==> config.mk <==
export PLATFORM = sky130hd
export DESIGN_NAME = ice40_rst_seq
export DESIGN_NICKNAME = d
export VERILOG_FILES = /design/src/rtl/ice40_rst_pkg.sv /design/src/rtl/ice40_rst_sync.sv /design/src/rtl/ice40_rst_seq.sv
export SDC_FILE = /design/constraint.sdc
export NUM_CORES = 1
export LEC_CHECK = 0
export ABC_AREA = 1
export BUFFER_PORTS_ARGS = -buffer_cell sky130_fd_sc_hd__buf_4
export CAP_MARGIN = 20
export CORE_AREA = 5 5 42 44
export CTS_BUF_LIST = sky130_fd_sc_hd__clkbuf_16
export DETAILED_ROUTE_END_ITERATION = 8
export DIE_AREA = 0 0 47 49
export PLACE_DENSITY = 0.6
export SLEW_MARGIN = 10
export SYNTH_ARGS = -nofsm -noshare
export SYNTH_HDL_FRONTEND = slang
export SYNTH_HIERARCHICAL = 1
export SYNTH_SLANG_ARGS = --single-unit
==> constraint.sdc <==
create_clock -name clk -period 0.8 [get_ports clk]
set_input_delay 0.04 -clock clk [delete_from_list [all_inputs] [get_ports clk]]
set_output_delay 0.04 -clock clk [all_outputs]
set_load 0.02 [all_outputs]
==> src/rtl/ice40_rst_pkg.sv <==
// Shared definitions for the staged reset sequencer:
// FSM state encodings, parameter limits, counter-width helper.
package ice40_rst_pkg;

  typedef enum logic [1:0] {
    S_HOLD  = 2'd0,
    S_STAGE = 2'd1,
    S_DONE  = 2'd2
  } rst_state_e;

  localparam int MIN_STAGES = 1;
  localparam int MAX_STAGES = 8;
  localparam int MIN_DLY    = 1;
  localparam int MAX_DLY    = 65535;

  // Width able to hold 0..max(a,b)-1, never below 1 bit.
  function automatic int cnt_w(input int a, input int b);
    int m;
    m = (a > b) ? a : b;
    return (m < 2) ? 1 : $clog2(m);
  endfunction

endpackage

==> src/rtl/ice40_rst_sync.sv <==
// 2-flop reset synchronizer: async assert, sync deassert.
// Ports: clk, i_arst_n (raw reset), o_srst_n (synchronized reset).
module ice40_rst_sync (
  input  logic clk,
  input  logic i_arst_n,
  output logic o_srst_n
);

  logic r_s1;
  logic r_s2;

  always_ff @(posedge clk or negedge i_arst_n) begin
    if (!i_arst_n) begin
      r_s1 <= 1'b0;
      r_s2 <= 1'b0;
    end else begin
      r_s1 <= 1'b1;
      r_s2 <= r_s1;
    end
  end

  assign o_srst_n = r_s2;

endmodule

==> src/rtl/ice40_rst_seq.sv <==
// Staged reset sequencer: ordered, delayed releases of N reset
// outputs, software re-sequence, optional watchdog (ICE40_RST_WDT_EN).
// Ports: clk, resetn, sw_rst_req, wdt_kick -> rst_n_out[N_STAGES],
// rst_done, rst_busy, wdt_fired.
module ice40_rst_seq
  import ice40_rst_pkg::*;
#(
  parameter int N_STAGES  = 3,
  parameter int HOLD_CYC  = 16,
  parameter int STAGE_DLY = 8,
  parameter int WDT_CYC   = 1000000
) (
  input  logic                clk,
  input  logic                resetn,
  input  logic                sw_rst_req,
  input  logic                wdt_kick,
  output logic [N_STAGES-1:0] rst_n_out,
  output logic                rst_done,
  output logic                rst_busy,
  output logic                wdt_fired
);

  localparam int CW = cnt_w(HOLD_CYC, STAGE_DLY);

  logic                w_srst_n;
  rst_state_e          r_state;
  rst_state_e          w_state_nxt;
  logic [CW-1:0]       r_cnt;
  logic [CW-1:0]       w_cnt_nxt;
  logic [N_STAGES-1:0] r_rel;
  logic [N_STAGES-1:0] w_rel_nxt;
  logic                w_expire;
  logic                w_reseq;

  ice40_rst_sync u_sync (
    .clk      (clk),
    .i_arst_n (resetn),
    .o_srst_n (w_srst_n)
  );

`ifdef ICE40_RST_WDT_EN
  localparam int WW = cnt_w(WDT_CYC, 1);

  logic [WW-1:0] r_wdt;
  logic [WW-1:0] w_wdt_nxt;
  logic          r_fired;

  // A kick on the expiry edge suppresses the expiry.
  assign w_expire = (r_state == S_DONE) && !wdt_kick &&
                    (r_wdt == WW'(WDT_CYC - 1));

  always_comb begin
    w_wdt_nxt = '0;
    if ((r_state == S_DONE) && !wdt_kick &&
        !w_expire && !sw_rst_req)
      w_wdt_nxt = r_wdt + 1'b1;
  end

  always_ff @(posedge clk or negedge w_srst_n) begin
    if (!w_srst_n) begin
      r_wdt   <= '0;
      r_fired <= 1'b0;
    end else begin
      r_wdt <= w_wdt_nxt;
      if (w_expire)
        r_fired <= 1'b1;
    end
  end

  assign wdt_fired = r_fired;
`else
  localparam int unused_wdt_cyc = WDT_CYC;
  logic w_unused_kick;
  assign w_unused_kick = wdt_kick;
  assign w_expire      = 1'b0;
  assign wdt_fired     = 1'b0;
`endif

  assign w_reseq = sw_rst_req || w_expire;

  always_comb begin
    w_state_nxt = r_state;
    w_cnt_nxt   = r_cnt;
    w_rel_nxt   = r_rel;
    unique case (r_state)
      S_HOLD: begin
        if (r_cnt == CW'(HOLD_CYC - 1)) begin
          w_rel_nxt[0] = 1'b1;
          w_cnt_nxt    = '0;
          w_state_nxt  = S_STAGE;
        end else begin
          w_cnt_nxt = r_cnt + 1'b1;
        end
      end
      S_STAGE: begin
        // Released bits are contiguous from bit 0, so the top bit
        // marks completion and a shift-in releases the next one.
        if (r_rel[N_STAGES-1]) begin
          w_cnt_nxt   = '0;
          w_state_nxt = S_DONE;
        end else if (r_cnt == CW'(STAGE_DLY - 1)) begin
          w_rel_nxt = r_rel | (r_rel << 1);
          w_cnt_nxt = '0;
        end else begin
          w_cnt_nxt = r_cnt + 1'b1;
        end
      end
      S_DONE: begin
        if (w_reseq) begin
          w_rel_nxt   = '0;
          w_cnt_nxt   = '0;
          w_state_nxt = S_HOLD;
        end
      end
      default: begin
        w_rel_nxt   = '0;
        w_cnt_nxt   = '0;
        w_state_nxt = S_HOLD;
      end
    endcase
  end

  always_ff @(posedge clk or negedge w_srst_n) begin
    if (!w_srst_n) begin
      r_state <= S_HOLD;
      r_cnt   <= '0;
      r_rel   <= '0;
    end else begin
      r_state <= w_state_nxt;
      r_cnt   <= w_cnt_nxt;
      r_rel   <= w_rel_nxt;
    end
  end

  assign rst_n_out = r_rel;
  assign rst_done  = (r_state == S_DONE);
  assign rst_busy  = (r_state != S_DONE);

endmodule
======== After elaboration in Yosys (flattened, before gate mapping) ========
Cells that the tools add are included.
storage, ports and cells
  input port bits ......................... 4
  bits in registers ....................... 11
  output and inout bits ................... 6
cells by class
  equal/unequal tests ..................... 10
  bitwise operators ....................... 2
  reduce and logical (&&, ||, !) cells .... 5
  multiplexer cells ....................... 15
  $add $sub $neg .......................... 1
operators with widths
  cell                 count
  $mux 4               4
  $ne 2x2->1 const B   6
  $pmux 2 s3           2
  $pmux 4 s3           1
  $mux 3               3
  $reduce_and 4->1     2
  $mux 2               3
  $add 4x1->4 const B  1
  $eq 4x3->1 const B   1
  $eq 4x4->1 const B   1
  $or 3x3->3           1
  $pmux 1 s3           1
  $reduce_and 3->1     1
  $eq 2x1->1 const B   1
  $eq 2x2->1 const B   1
  $logic_not 2->1      1
  $reduce_and 2->1     1
  $mux 1               1
  $not 1->1            1

======== Depth between registers and ports, before layout ========
Gate-level depths: netlist (run 1).
  depth in word-level cells ............... 4
  mapped depth ............................ 8

======== Cells and area by module ========
The synthesis (run 1) kept the hierarchy.
modules (own cells, without submodules)
  module          seq. area each (µm²)  cells each  instances  area an instance (µm²)
  ice40_rst_seq   225.2                 70          1          506.7
  ice40_rst_sync  50.0                  3           1          53.8

======== Worst setup path after synthesis (run 1) ========
OpenSTA, ideal clock, no wires.
  kind .................................... reg-to-reg
  from .................................... reg r_cnt[0]
  to ...................................... reg r_rel[1], in the netlist rst_n_out[1]
  arrival time ............................ 1.006 ns
  library setup time ...................... 0.121 ns
  cell stages (with the launch flop) ...... 9
  period minus slack after synthesis ...... 1.127 ns
  data required time ...................... 0.679 ns
  path slack .............................. -0.327 ns
  path through ............................ dfrtp_1 ha_1 nand2_1 nor2_2 nand2_1 nand2_1 nand2_1 nand2_1 nand2_1
between the ends
  longest elaborated chain between the ends .. 3
RTL lines
  element                            line                  RTL
  from (decl)                        ice40_rst_seq.sv:28   logic [CW-1:0] r_cnt;
  from (signal assigned)             ice40_rst_seq.sv:130  r_cnt <= w_cnt_nxt;
  $eq 4x3->1                         ice40_rst_seq.sv:101  end else if (r_cnt == CW'(STAGE_DLY - 1)) begin
  $ne 2x2->1 (no source line)        --
  $reduce_and 4->1 (no source line)  --
  to (signal assigned)               ice40_rst_seq.sv:131  r_rel <= w_rel_nxt;
  to (decl)                          ice40_rst_seq.sv:30   logic [N_STAGES-1:0] r_rel;
Every way passes these cells.
A chain may end at the register's enable or synchronous reset.

======== Final worst setup path (run 1) ========
Same ends and word-level chain as after synthesis.

==> metrics.md, run 1 <==
| Metric | Value |
|---|---|
| Clk_lat worst skew | 0.24 ns |
| Drt pass-1 iters | 4 |
| Total GRT Usage | 0.151 |
| Cell variety after synth | 18 |
| Clock-pin slew on the worst setup and hold paths | 0.04 ns |
| Core area | around 1400 um^2 |
| Pint | 0.00215 W |
| Clk sink count | 11 |
| Grt total ovfl | 0 |
| Setup TNS | -3.38 ns |
| Die Ht | 49 um |
| Leak Pwr | 0.467 nW |
| Synth top area share | 0.491 |
| Final period utilization | 1.44 |
| Pwr/cell area | 3810 nW/um^2 |
| Initial antenna violation count | 0 |
| FF+latch count, synth | 11 |
| Number of diodes | 0 |
| CTS Buffer Depth | 2 |
| Most used flip-flop cell after synthesis | dfrtp_1 |
| Routability Congestion | 0.753 |
| DP Area | 709 um^2 |
| Max FO, Critical Path | 4 |
| Ys async rst share | 1.00 |
| CP arrival | about 1.3 ns |
| Clock skew | about 0.0030 ns |
| Area grow syn2layout | 60.5% |
| Drc violations | 0 |
| CTS tree | built |
| Synthesized area | 561 um^2 |
| RSZ-0062 raised after global routing | yes |
| # nets final | 104 |
| Hold Vio Cnt, Final | 0 |
| Fmax | around 0.87 GHz |
| CP required | 0.92 ns |
| Antenna-violating nets left | 0 |
| Largest area contributor in the netlist | dfrtp_1 |
| Post-Synthesis Cells | 73 |
| Post-layout instance area | 900 um^2 |
| Total Routed Length | 1390 um |
| Die area | 2300 um^2 |
| CTS Buf Count | 3 |
| Largest net degree at the start of global routing | 10 |
| First-pass GRT wire length | around 2400 um |
| Crit path time final | approximately 1.2 ns |
| CTS H-tree lvls | 1 |
| Max-cap viol count | 0 |
| Number of synthesized flops with an enable pin | 0 |
| Critical Path Sink Type | flop |
| Port buffer count | 7 |
| Most frequent cell after synthesis | nand2_1 |
| Logic pwr share | 0.445 |
| Max VDD drop | 0.00196 V |
| CTS root buf | clkbuf_16 |
| Switching pwr | 0.00128 W |
| Failing checks | negative setup slack |
| Clk pwr share | 0.261 |
| Ys Warns | 6 |
| WL/cell | 12.2 um |
| Initial core utilization | 0.400 |
| Initial DRC count | 3 |
| Slew Viols, Final | 0 |
| Cell row count | 14 |
| Mean Syn Cell Area | 7.68 um^2 |
| Syn nets | approximately 80 |
| Die X | 47 um |
| Fill count | between 100 and 150 |
| Reg power frac | 0.294 |
| Hold Path Class | input pin to asynchronous set/reset pin |
| Setup crit start kind | flop |
| Vias | 549 |
| Share of cells above drive strength 1 | 0.459 |
| Setup-failing EPs final | 14 |
| Switching Share | 0.374 |
| Number of global-route vias before repair | between 500 and 600 |
| Worst setup path class | flop to flop |
| IO Count | 10 |
| Top cells by count, synth | nand2_1, dfrtp_1, inv_1 |
| Post-DR vias/cell | 4.82 |
| Status | finished, violations left |
| Synth area leaders | dfrtp_1, nand2_1, nand3_1, inv_1, nor2_2 |
| Dpl hpwl | 947 um |
| Sequential cell area fraction in the yosys report | 0.491 |
| Setup ws final | -0.356 ns |
cells in the final DEF (no fill, tap or decap), types with 2 or more instances in the layout:
cell type	n
buf_4	16
buf_6	5
clkbuf_16	3
conb_1	2
dfrtp_1	10
inv_1	6
inv_2	3
nand2_1	23
nand2_2	4
nand2_4	2
nand3_1	3
nand3_2	2
nor2_1	2
nor2_2	3
nor2_4	2
o211ai_1	2
o21ai_0	2
cell type report:
| class | instances | area, um^2 | area share |
|---|---|---|---|
| Timing Repair Buffer | 22 | 186 | 0.207 |
| Clock inverter | 1 | 3.75 | 0.00417 |
| Multi-Input combinational cell | 51 | 297 | 0.330 |
| Sequential cell | 11 | 277 | 0.307 |
| Inverter | 10 | 41.3 | 0.0459 |
| Tap cell | 16 | 20.0 | 0.0223 |
| Clock buffer | 3 | 75.1 | 0.0834 |
logic make-up after synthesis:
kind of cell	synth area share
compound gates	0.0826
fa+ha+maj	0.0223
buf+inv	0.0826
flops	0.491
other cells	0.0134
simple gates	0.308
worst max-delay path, stage by stage (launching register included):
cell and delay, ns:
dfrtp_1 0.41, ha_4 0.18, nand2_4 0.06, nor2_4 0.13, nand2_1 0.07, nand2_1 0.06, nand2_1 0.04, nand2_1 0.05
nand2_1 0.04
stage by stage:
| stage | power (W) | utilization | instances | hold slack, ns | setup WS, ns |
|---|---|---|---|---|---|
| after global placement | 0.00214 | 0.506 | 104 | -0.177 | -0.326 |
| after global routing | 0.00366 | 0.642 | 114 | 0.152 | -0.434 |
| final | 0.00343 | 0.642 | 114 | 0.124 | -0.356 |
| after CTS | 0.00327 | 0.619 | 114 | 0.120 | -0.363 |
| after detailed placement | 0.00217 | 0.506 | 104 | -0.176 | -0.371 |
| after floorplan | 0.00168 | - | 73 | -0.256 | -0.323 |
registers in the layout, indices dropped and copies added (netlist names):
signal	flops
r_cnt	4
u_sync/o_srst_n	1
rst_n_out	3
u_sync/r_s1	1
r_state	2
power groups by stage:
stage | clock network (W) | registers, W | logic (W)
after floorplan | 0 | 0.000976 | 0.000707
after global placement | 0 | 0.000940 | 0.00120
after detailed placement | 0 | 0.000947 | 0.00123
after CTS | 0.000903 | 0.000949 | 0.00141
after global routing | 0.000925 | 0.00104 | 0.00170
final | 0.000894 | 0.00101 | 0.00153
routing by layer:
layer  part of all wire  up-vias  GRT usage
met4              0.046        0      0.120
li1                   -      272          -
met2               0.50       18      0.213
met5                  0        -          0
met1               0.43      250      0.193
met3              0.032        9     0.0295
path summary, 6_finish.rpt:
kind	from	to	slack, ns	cells past startpoint
setup / recovery	r_cnt[0]$_DFFE_PN0P_	rst_n_out[1]$_DFFE_PN0P_	-0.36	8
hold / removal	resetn	u_sync/o_srst_n$_DFF_PN0_	0.12	2
setup reg to reg	r_cnt[0]$_DFFE_PN0P_	rst_n_out[1]$_DFFE_PN0P_	-0.36	8
hold reg to reg	u_sync/o_srst_n$_DFF_PN0_	r_state[1]$_DFFE_PN0P_	0.14	0
max in group asynchronous	u_sync/o_srst_n$_DFF_PN0_	r_state[0]$_DFFE_PN0P_	0.37	0
min in group clk	sw_rst_req	r_state[1]$_DFFE_PN0P_	0.14	4
repair_timing:
action | in CTS | in global routing
pin swaps | 5 | 4
hold buffers | 1 | 0
resized for setup | 9 | 8
hold endpoints to repair | 2 | 0
setup endpoints to repair | 14 | 14
buffers inserted | 5 | 2
Power figures use the tool's default switching activity.
==> run 2: changes to the inputs <==
- HOLD_SLACK_MARGIN: default -> 0.02
- TNS_END_PERCENT: default -> 1
==> metrics.md, run 2 (synthesized netlist as in run 1, its figures left out) <==
| Metric | Value |
|---|---|
| Die X | 47 um (unchanged) |
| Status | finished, violations left (unchanged) |
| Met3 Use GR | 0.0332 (was 0.0295) |
| Die Ht | 49 um (unchanged) |
| Cell row count | 14 (unchanged) |
| Fmax | 0.904 GHz (was 0.865 GHz) |
| Slew Viols, Final | 0 (unchanged) |
| Drc violations | 0 (unchanged) |
| Die area | 2300 um^2 (unchanged) |
| Drt pass-1 iters | 4 (unchanged) |
| Hold Path Class | input pin to asynchronous set/reset pin (unchanged) |
| RSZ-0062 raised after global routing | yes (unchanged) |
| WL/cell | 11.0 um (was 12.2 um) |
| Largest register FFs | 4 (unchanged) |
| Post-Place Cells | 102 (was 104) |
| Worst R2R Path Depth | 8 (unchanged) |
| Hold Slack | 0.119 ns (was 0.124 ns) |
| Leading cell types in the layout, fill and taps excluded | nand2_1, buf_4, dfrtp_1 (unchanged) |
| Clk_lat worst skew | 0.24 ns (about the same) |
| Routability Congestion | 0.760 (was 0.753) |
| Critical path origin | r_state[0]$_DFFE_PN0P_ (was r_cnt[0]$_DFFE_PN0P_) |
| CTS H-tree lvls | 1 (unchanged) |
| Max VDD drop | 0.00187 V (was 0.00196 V) |
| Max-cap viol count | 0 (unchanged) |
| Pwr/cell area | 3760 nW/um^2 (was 3810 nW/um^2) |
| Setup ws final | -0.307 ns (was -0.356 ns) |
| Largest net degree at the start of global routing | 10 (unchanged) |
| Crit path time final | 1.11 ns (was 1.16 ns) |
| Hold Vio Cnt, Final | 0 (unchanged) |
| Failing checks | negative setup slack (unchanged) |
| Critical Path Sink Type | output pin (was flop) |
| Leak Pwr | 0.445 nW (was 0.467 nW) |
| Area grow syn2layout | 49.6% (was 60.5%) |
| IO Count | 10 (unchanged) |
| Clk sink count | 11 (unchanged) |
| Number of global-route vias before repair | 559 (was 568) |
| Total GRT Usage | 0.132 (was 0.151) |
| # nets final | 99 (was 104) |
| R2R Setup Slk | -0.30 ns (was -0.36 ns) |
| Setup-failing EPs final | 14 (unchanged) |
| CP arrival | 1.07 ns (was 1.28 ns) |
| Clock-pin slew on the worst setup and hold paths | 0.04 ns (about the same) |
| Global-route track usage on met2 | 0.210 (was 0.213) |
| Dpl hpwl | 843 um (was 947 um) |
| Setup crit start kind | flop (unchanged) |
| Initial antenna violation count | 0 (unchanged) |
| Initial core utilization | 0.400 (unchanged) |
| R2r endpoint | rst_n_out[1]$_DFFE_PN0P_ (unchanged) |
| Worst setup path class | flop to output pin (was flop to flop) |
| Top Usage Layer GRT | met2 (unchanged) |
| CTS tree | built (unchanged) |
| Vias | 517 (was 549) |
| Grt total ovfl | 0 (unchanged) |
| Post-DR vias/cell | 4.74 (was 4.82) |
| CTS Buf Count | 3 (unchanged) |
| Overall Power | 0.00315 W (was 0.00343 W) |
| Number of diodes | 0 (unchanged) |
| CP required | 0.76 ns (was 0.92 ns) |
| Clock skew | 0.00225 ns (was 0.00298 ns) |
| Crit path to | rst_busy (was rst_n_out[1]$_DFFE_PN0P_) |
| First-pass GRT wire length | 2200 um (was 2450 um) |
| CTS root buf | clkbuf_16 (unchanged) |
| Max FO, Critical Path | 5 (was 4) |
| Met1 usage | 0.150 (was 0.193) |
| Initial DRC count | 9 (was 3) |
| Largest register by flop count | r_cnt (unchanged) |
| Core area | 1400 um^2 (unchanged) |
| Layout Cells excl Fill | 109 (was 114) |
| Share of cells above drive strength 1 | 0.366 (was 0.459) |
| Antenna-violating nets left | 0 (unchanged) |
| Total Routed Length | 1200 um (was 1390 um) |
| RR Startpoint | r_cnt[0]$_DFFE_PN0P_ (unchanged) |
| Port buffer count | 7 (unchanged) |
| Most common cell after layout, fill and taps aside | nand2_1 (unchanged) |
| Final period utilization | 1.38 (was 1.44) |
| CTS Buffer Depth | 2 (unchanged) |
## run 2: timing repair
| action | in CTS | in global routing |
|---|---|---|
| hold buffers | 1 | 0 |
| endpoints found under the hold margin | 2 | 0 |
| pin swaps | 4 | 1 |
| resized for setup | 8 | 4 |
| setup endpoints to repair | 14 | 14 |
| buffers inserted | 2 | 0 |
## run 2: where the power goes
part	switching [W]	internal, W
clock network	0.000244	0.000656
registers	0.000246	0.000744
logic	0.000643	0.000616
total	0.00113	0.00202
## run 2: cell type report
type                    instances  area, um^2
fillers                       120         563
clock inverters                 1        3.75
inverters                      10        38.8
multi-input cells              51         279
well taps                      16        20.0
repair buffers                 17         145
clock buffers                   3        75.1
flip-flops and latches         11         277
## run 2: worst min-delay path by stage
stage	startpoint	to	slack [ns]	cells after the start
2_1_floorplan	resetn	u_sync/o_srst_n$_DFF_PN0_	-0.26	0
6_report	resetn	u_sync/r_s1$_DFF_PN0_	0.12	2
4_1_cts	resetn	u_sync/r_s1$_DFF_PN0_	0.12	2
5_1_grt	resetn	u_sync/r_s1$_DFF_PN0_	0.13	2
3_3_place_gp	resetn	u_sync/r_s1$_DFF_PN0_	-0.18	1
3_5_place_dp	resetn	u_sync/r_s1$_DFF_PN0_	-0.18	1
## run 2: routing by layer
| metal | vias up | share of wire |
|---|---|---|
| met5 | - | 0 |
| met4 | 0 | 0.030 |
| met3 | 5 | 0.034 |
| met2 | 10 | 0.51 |
| met1 | 243 | 0.43 |
| li1 | 259 | - |
## run 2: worst max-delay path, cell delays in order, from the launching register on
cell     delay, ns
dfrtp_2       0.45
nor2_4        0.13
buf_6         0.10
inv_2         0.03
buf_6         0.11
## run 2: metrics by stage
step	area, um^2	util	setup slack [ns]	setup TNS, ns
after detailed placement	688	0.491	-0.345	-2.25
after global routing	838	0.598	-0.395	-3.65
after global placement	688	0.491	-0.335	-2.12
after CTS	816	0.582	-0.326	-3.04
after floorplan	571	-	-0.327	-2.24
final	838	0.598	-0.307	-2.88
==> run 3: changes to the inputs <==
==> constraint.sdc (replaced) <==
create_clock -name clk -period 0.8 [get_ports clk]
set_input_delay 0 -clock clk [delete_from_list [all_inputs] [get_ports clk]]
set_output_delay 0 -clock clk [all_outputs]
set_load 0.02 [all_outputs]
==> metrics.md, run 3 (synthesized netlist as in run 1, its figures left out) <==
| Metric | Value |
|---|---|
| Clock-pin slew on the worst setup and hold paths | 0.04 ns (about the same) |
| Clk sink count | 11 (unchanged) |
| Post-DR vias/cell | 4.76 (was 4.74) |
| CTS H-tree lvls | 1 (unchanged) |
| Switching Share | 0.362 (was 0.360) |
| CTS Buf Count | 3 (unchanged) |
| Initial DRC count | 3 (was 9) |
| Setup-failing EPs final | 13 (was 14) |
| Switching pwr | 0.00118 W (was 0.00113 W) |
| Total GRT Usage | 0.143 (was 0.132) |
| Leading cell types in the layout, fill and taps excluded | nand2_1, buf_4, dfrtp_1 (unchanged) |
| First-pass GRT wire length | 2390 um (was 2200 um) |
| Vias | 519 (was 517) |
| Die X | 47 um (unchanged) |
| Clk_lat worst skew | 0.24 ns (about the same) |
| IO Count | 10 (unchanged) |
| Drt pass-1 iters | 4 (unchanged) |
| Utilization after layout | 0.603 (was 0.598) |
| Largest register FFs | 4 (unchanged) |
| Port buffer count | 7 (unchanged) |
| Cell row count | 14 (unchanged) |
| Setup ws final | -0.342 ns (was -0.307 ns) |
| CTS Buffer Depth | 2 (unchanged) |
| Crit path time final | 1.14 ns (was 1.11 ns) |
| CP required | 0.92 ns (was 0.76 ns) |
| Clock skew | 0.00327 ns (was 0.00225 ns) |
| Clk pwr share | 0.276 (was 0.286) |
| Slew Viols, Final | 0 (unchanged) |
| Status | finished, violations left (unchanged) |
| Hold Path Class | input pin to asynchronous set/reset pin (unchanged) |
| Setup crit start kind | flop (unchanged) |
| Antenna-violating nets left | 0 (unchanged) |
| Total Routed Length | 1260 um (was 1200 um) |
| Largest register by flop count | r_cnt (unchanged) |
| Max FO, Critical Path | 3 (was 5) |
| Pint | 0.00207 W (was 0.00202 W) |
| Grt total ovfl | 0 (unchanged) |
| CTS tree | built (unchanged) |
| Core area | 1400 um^2 (unchanged) |
| Pwr/cell area | 3850 nW/um^2 (was 3760 nW/um^2) |
| WL/cell | 11.6 um (was 11.0 um) |
| Share of cells above drive strength 1 | 0.387 (was 0.366) |
| Largest net degree at the start of global routing | 10 (unchanged) |
| Critical Path Sink Type | flop (was output pin) |
| Overall Power | 0.00325 W (was 0.00315 W) |
| CTS root buf | clkbuf_16 (unchanged) |
| Die area | 2300 um^2 (unchanged) |
| Hold Vio Cnt, Final | 0 (unchanged) |
| Logic pwr share | 0.418 (was 0.400) |
| Reg power frac | 0.306 (was 0.315) |
| Layout Cells excl Fill | 109 (unchanged) |
| Drc violations | 0 (unchanged) |
| Setup TNS | -2.65 ns (was -2.88 ns) |
| Area grow syn2layout | 50.7% (was 49.6%) |
| Final period utilization | 1.43 (was 1.38) |
| Failing checks | negative setup slack (unchanged) |
| Hold Slack | 0.0727 ns (was 0.119 ns) |
| Number of diodes | 0 (unchanged) |
| Dpl hpwl | 840 um (was 843 um) |
| Number of global-route vias before repair | 546 (was 559) |
| Max-cap viol count | 0 (unchanged) |
| Die Ht | 49 um (unchanged) |
| Leak Pwr | 0.437 nW (was 0.445 nW) |
| RSZ-0062 raised after global routing | yes (unchanged) |
| CP arrival | 1.26 ns (was 1.07 ns) |
| Post-Place Cells | 102 (unchanged) |
| Fmax | 0.876 GHz (was 0.904 GHz) |
| Routability Congestion | 0.781 (was 0.760) |
| Initial antenna violation count | 0 (unchanged) |
| Initial core utilization | 0.400 (unchanged) |
| # nets final | 99 (unchanged) |
| Most common cell after layout, fill and taps aside | nand2_1 (unchanged) |
| Worst setup path class | flop to flop (was flop to output pin) |
| Fill count | 119 (was 120) |
| Max VDD drop | 0.00195 V (was 0.00187 V) |
[run 3: cell counts in the layout (fill, tap and decap cells not counted)]
No cell type changed its count.
[run 3: metal layers]
metal  vias up  GRT usage  share of wire
met1       244      0.176           0.40
met2        10      0.224           0.54
li1        260          -              -
met5         -          0              0
met4         0     0.0691          0.023
met3         5     0.0332          0.032
[run 3: layout make-up]
| class | count | area, um^2 | share of cell area |
|---|---|---|---|
| multi-input combinational | 51 | 277 | 0.327 |
| clock buffer | 3 | 75.1 | 0.0889 |
| inverter | 10 | 38.8 | 0.0459 |
| clock inverter | 1 | 3.75 | 0.00444 |
| tap | 16 | 20.0 | 0.0237 |
| timing repair buffer | 17 | 153 | 0.181 |
| sequential | 11 | 278 | 0.329 |
[run 3: power by group through the flow]
stage / clock network [W] / logic, W / registers, W
6_report: 0.000899 / 0.00136 / 0.000994
5_1_grt: 0.000948 / 0.00154 / 0.00103
4_1_cts: 0.000917 / 0.00128 / 0.000971
3_5_place_dp: 0 / 0.00114 / 0.000942
3_3_place_gp: 0 / 0.00113 / 0.000942
2_1_floorplan: 0 / 0.000693 / 0.000970
[run 3: worst max-delay path: stages, from the launching register on]
cell	delay [ns]
dfrtp_1	0.40
ha_4	0.19
nand2_4	0.07
nor2_4	0.04
buf_4	0.13
nand2_1	0.05
nand2_1	0.05
nand2_1	0.05
o21ai_1	0.05
[run 3: worst paths after layout]
path                                      startpoint                  endpoint  slack (ns)  cells after the start
max                             r_cnt[0]$_DFFE_PN0P_  rst_n_out[2]$_DFFE_PN0P_       -0.34                      8
max reg2reg                     r_cnt[0]$_DFFE_PN0P_  rst_n_out[2]$_DFFE_PN0P_       -0.34                      8
min in group clk                          sw_rst_req    r_state[1]$_DFFE_PN0P_        0.10                      4
min                                           resetn     u_sync/r_s1$_DFF_PN0_        0.07                      2
max in group asynchronous  u_sync/o_srst_n$_DFF_PN0_      r_cnt[2]$_DFFE_PN0P_        0.35                      0
min reg2reg                u_sync/o_srst_n$_DFF_PN0_  rst_n_out[2]$_DFFE_PN0P_        0.15                      0
[run 3: stage by stage]
| stage | cell area (um^2) | worst slack [ns] |
|---|---|---|
| after global routing | 845 | -0.401 |
| after global placement | 688 | -0.333 |
| final | 845 | -0.342 |
| after floorplan | 571 | -0.327 |
| after CTS | 811 | -0.381 |
| after detailed placement | 688 | -0.357 |
[run 3: what timing repair did]
action                                 4_1_cts  5_1_grt
resized for setup                            6       10
pin swaps                                    4        5
setup endpoints to repair                   13       14
hold buffers                                 1        0
endpoints found under the hold margin        2        0
cloned                                       0        0
buffers inserted                             1        1
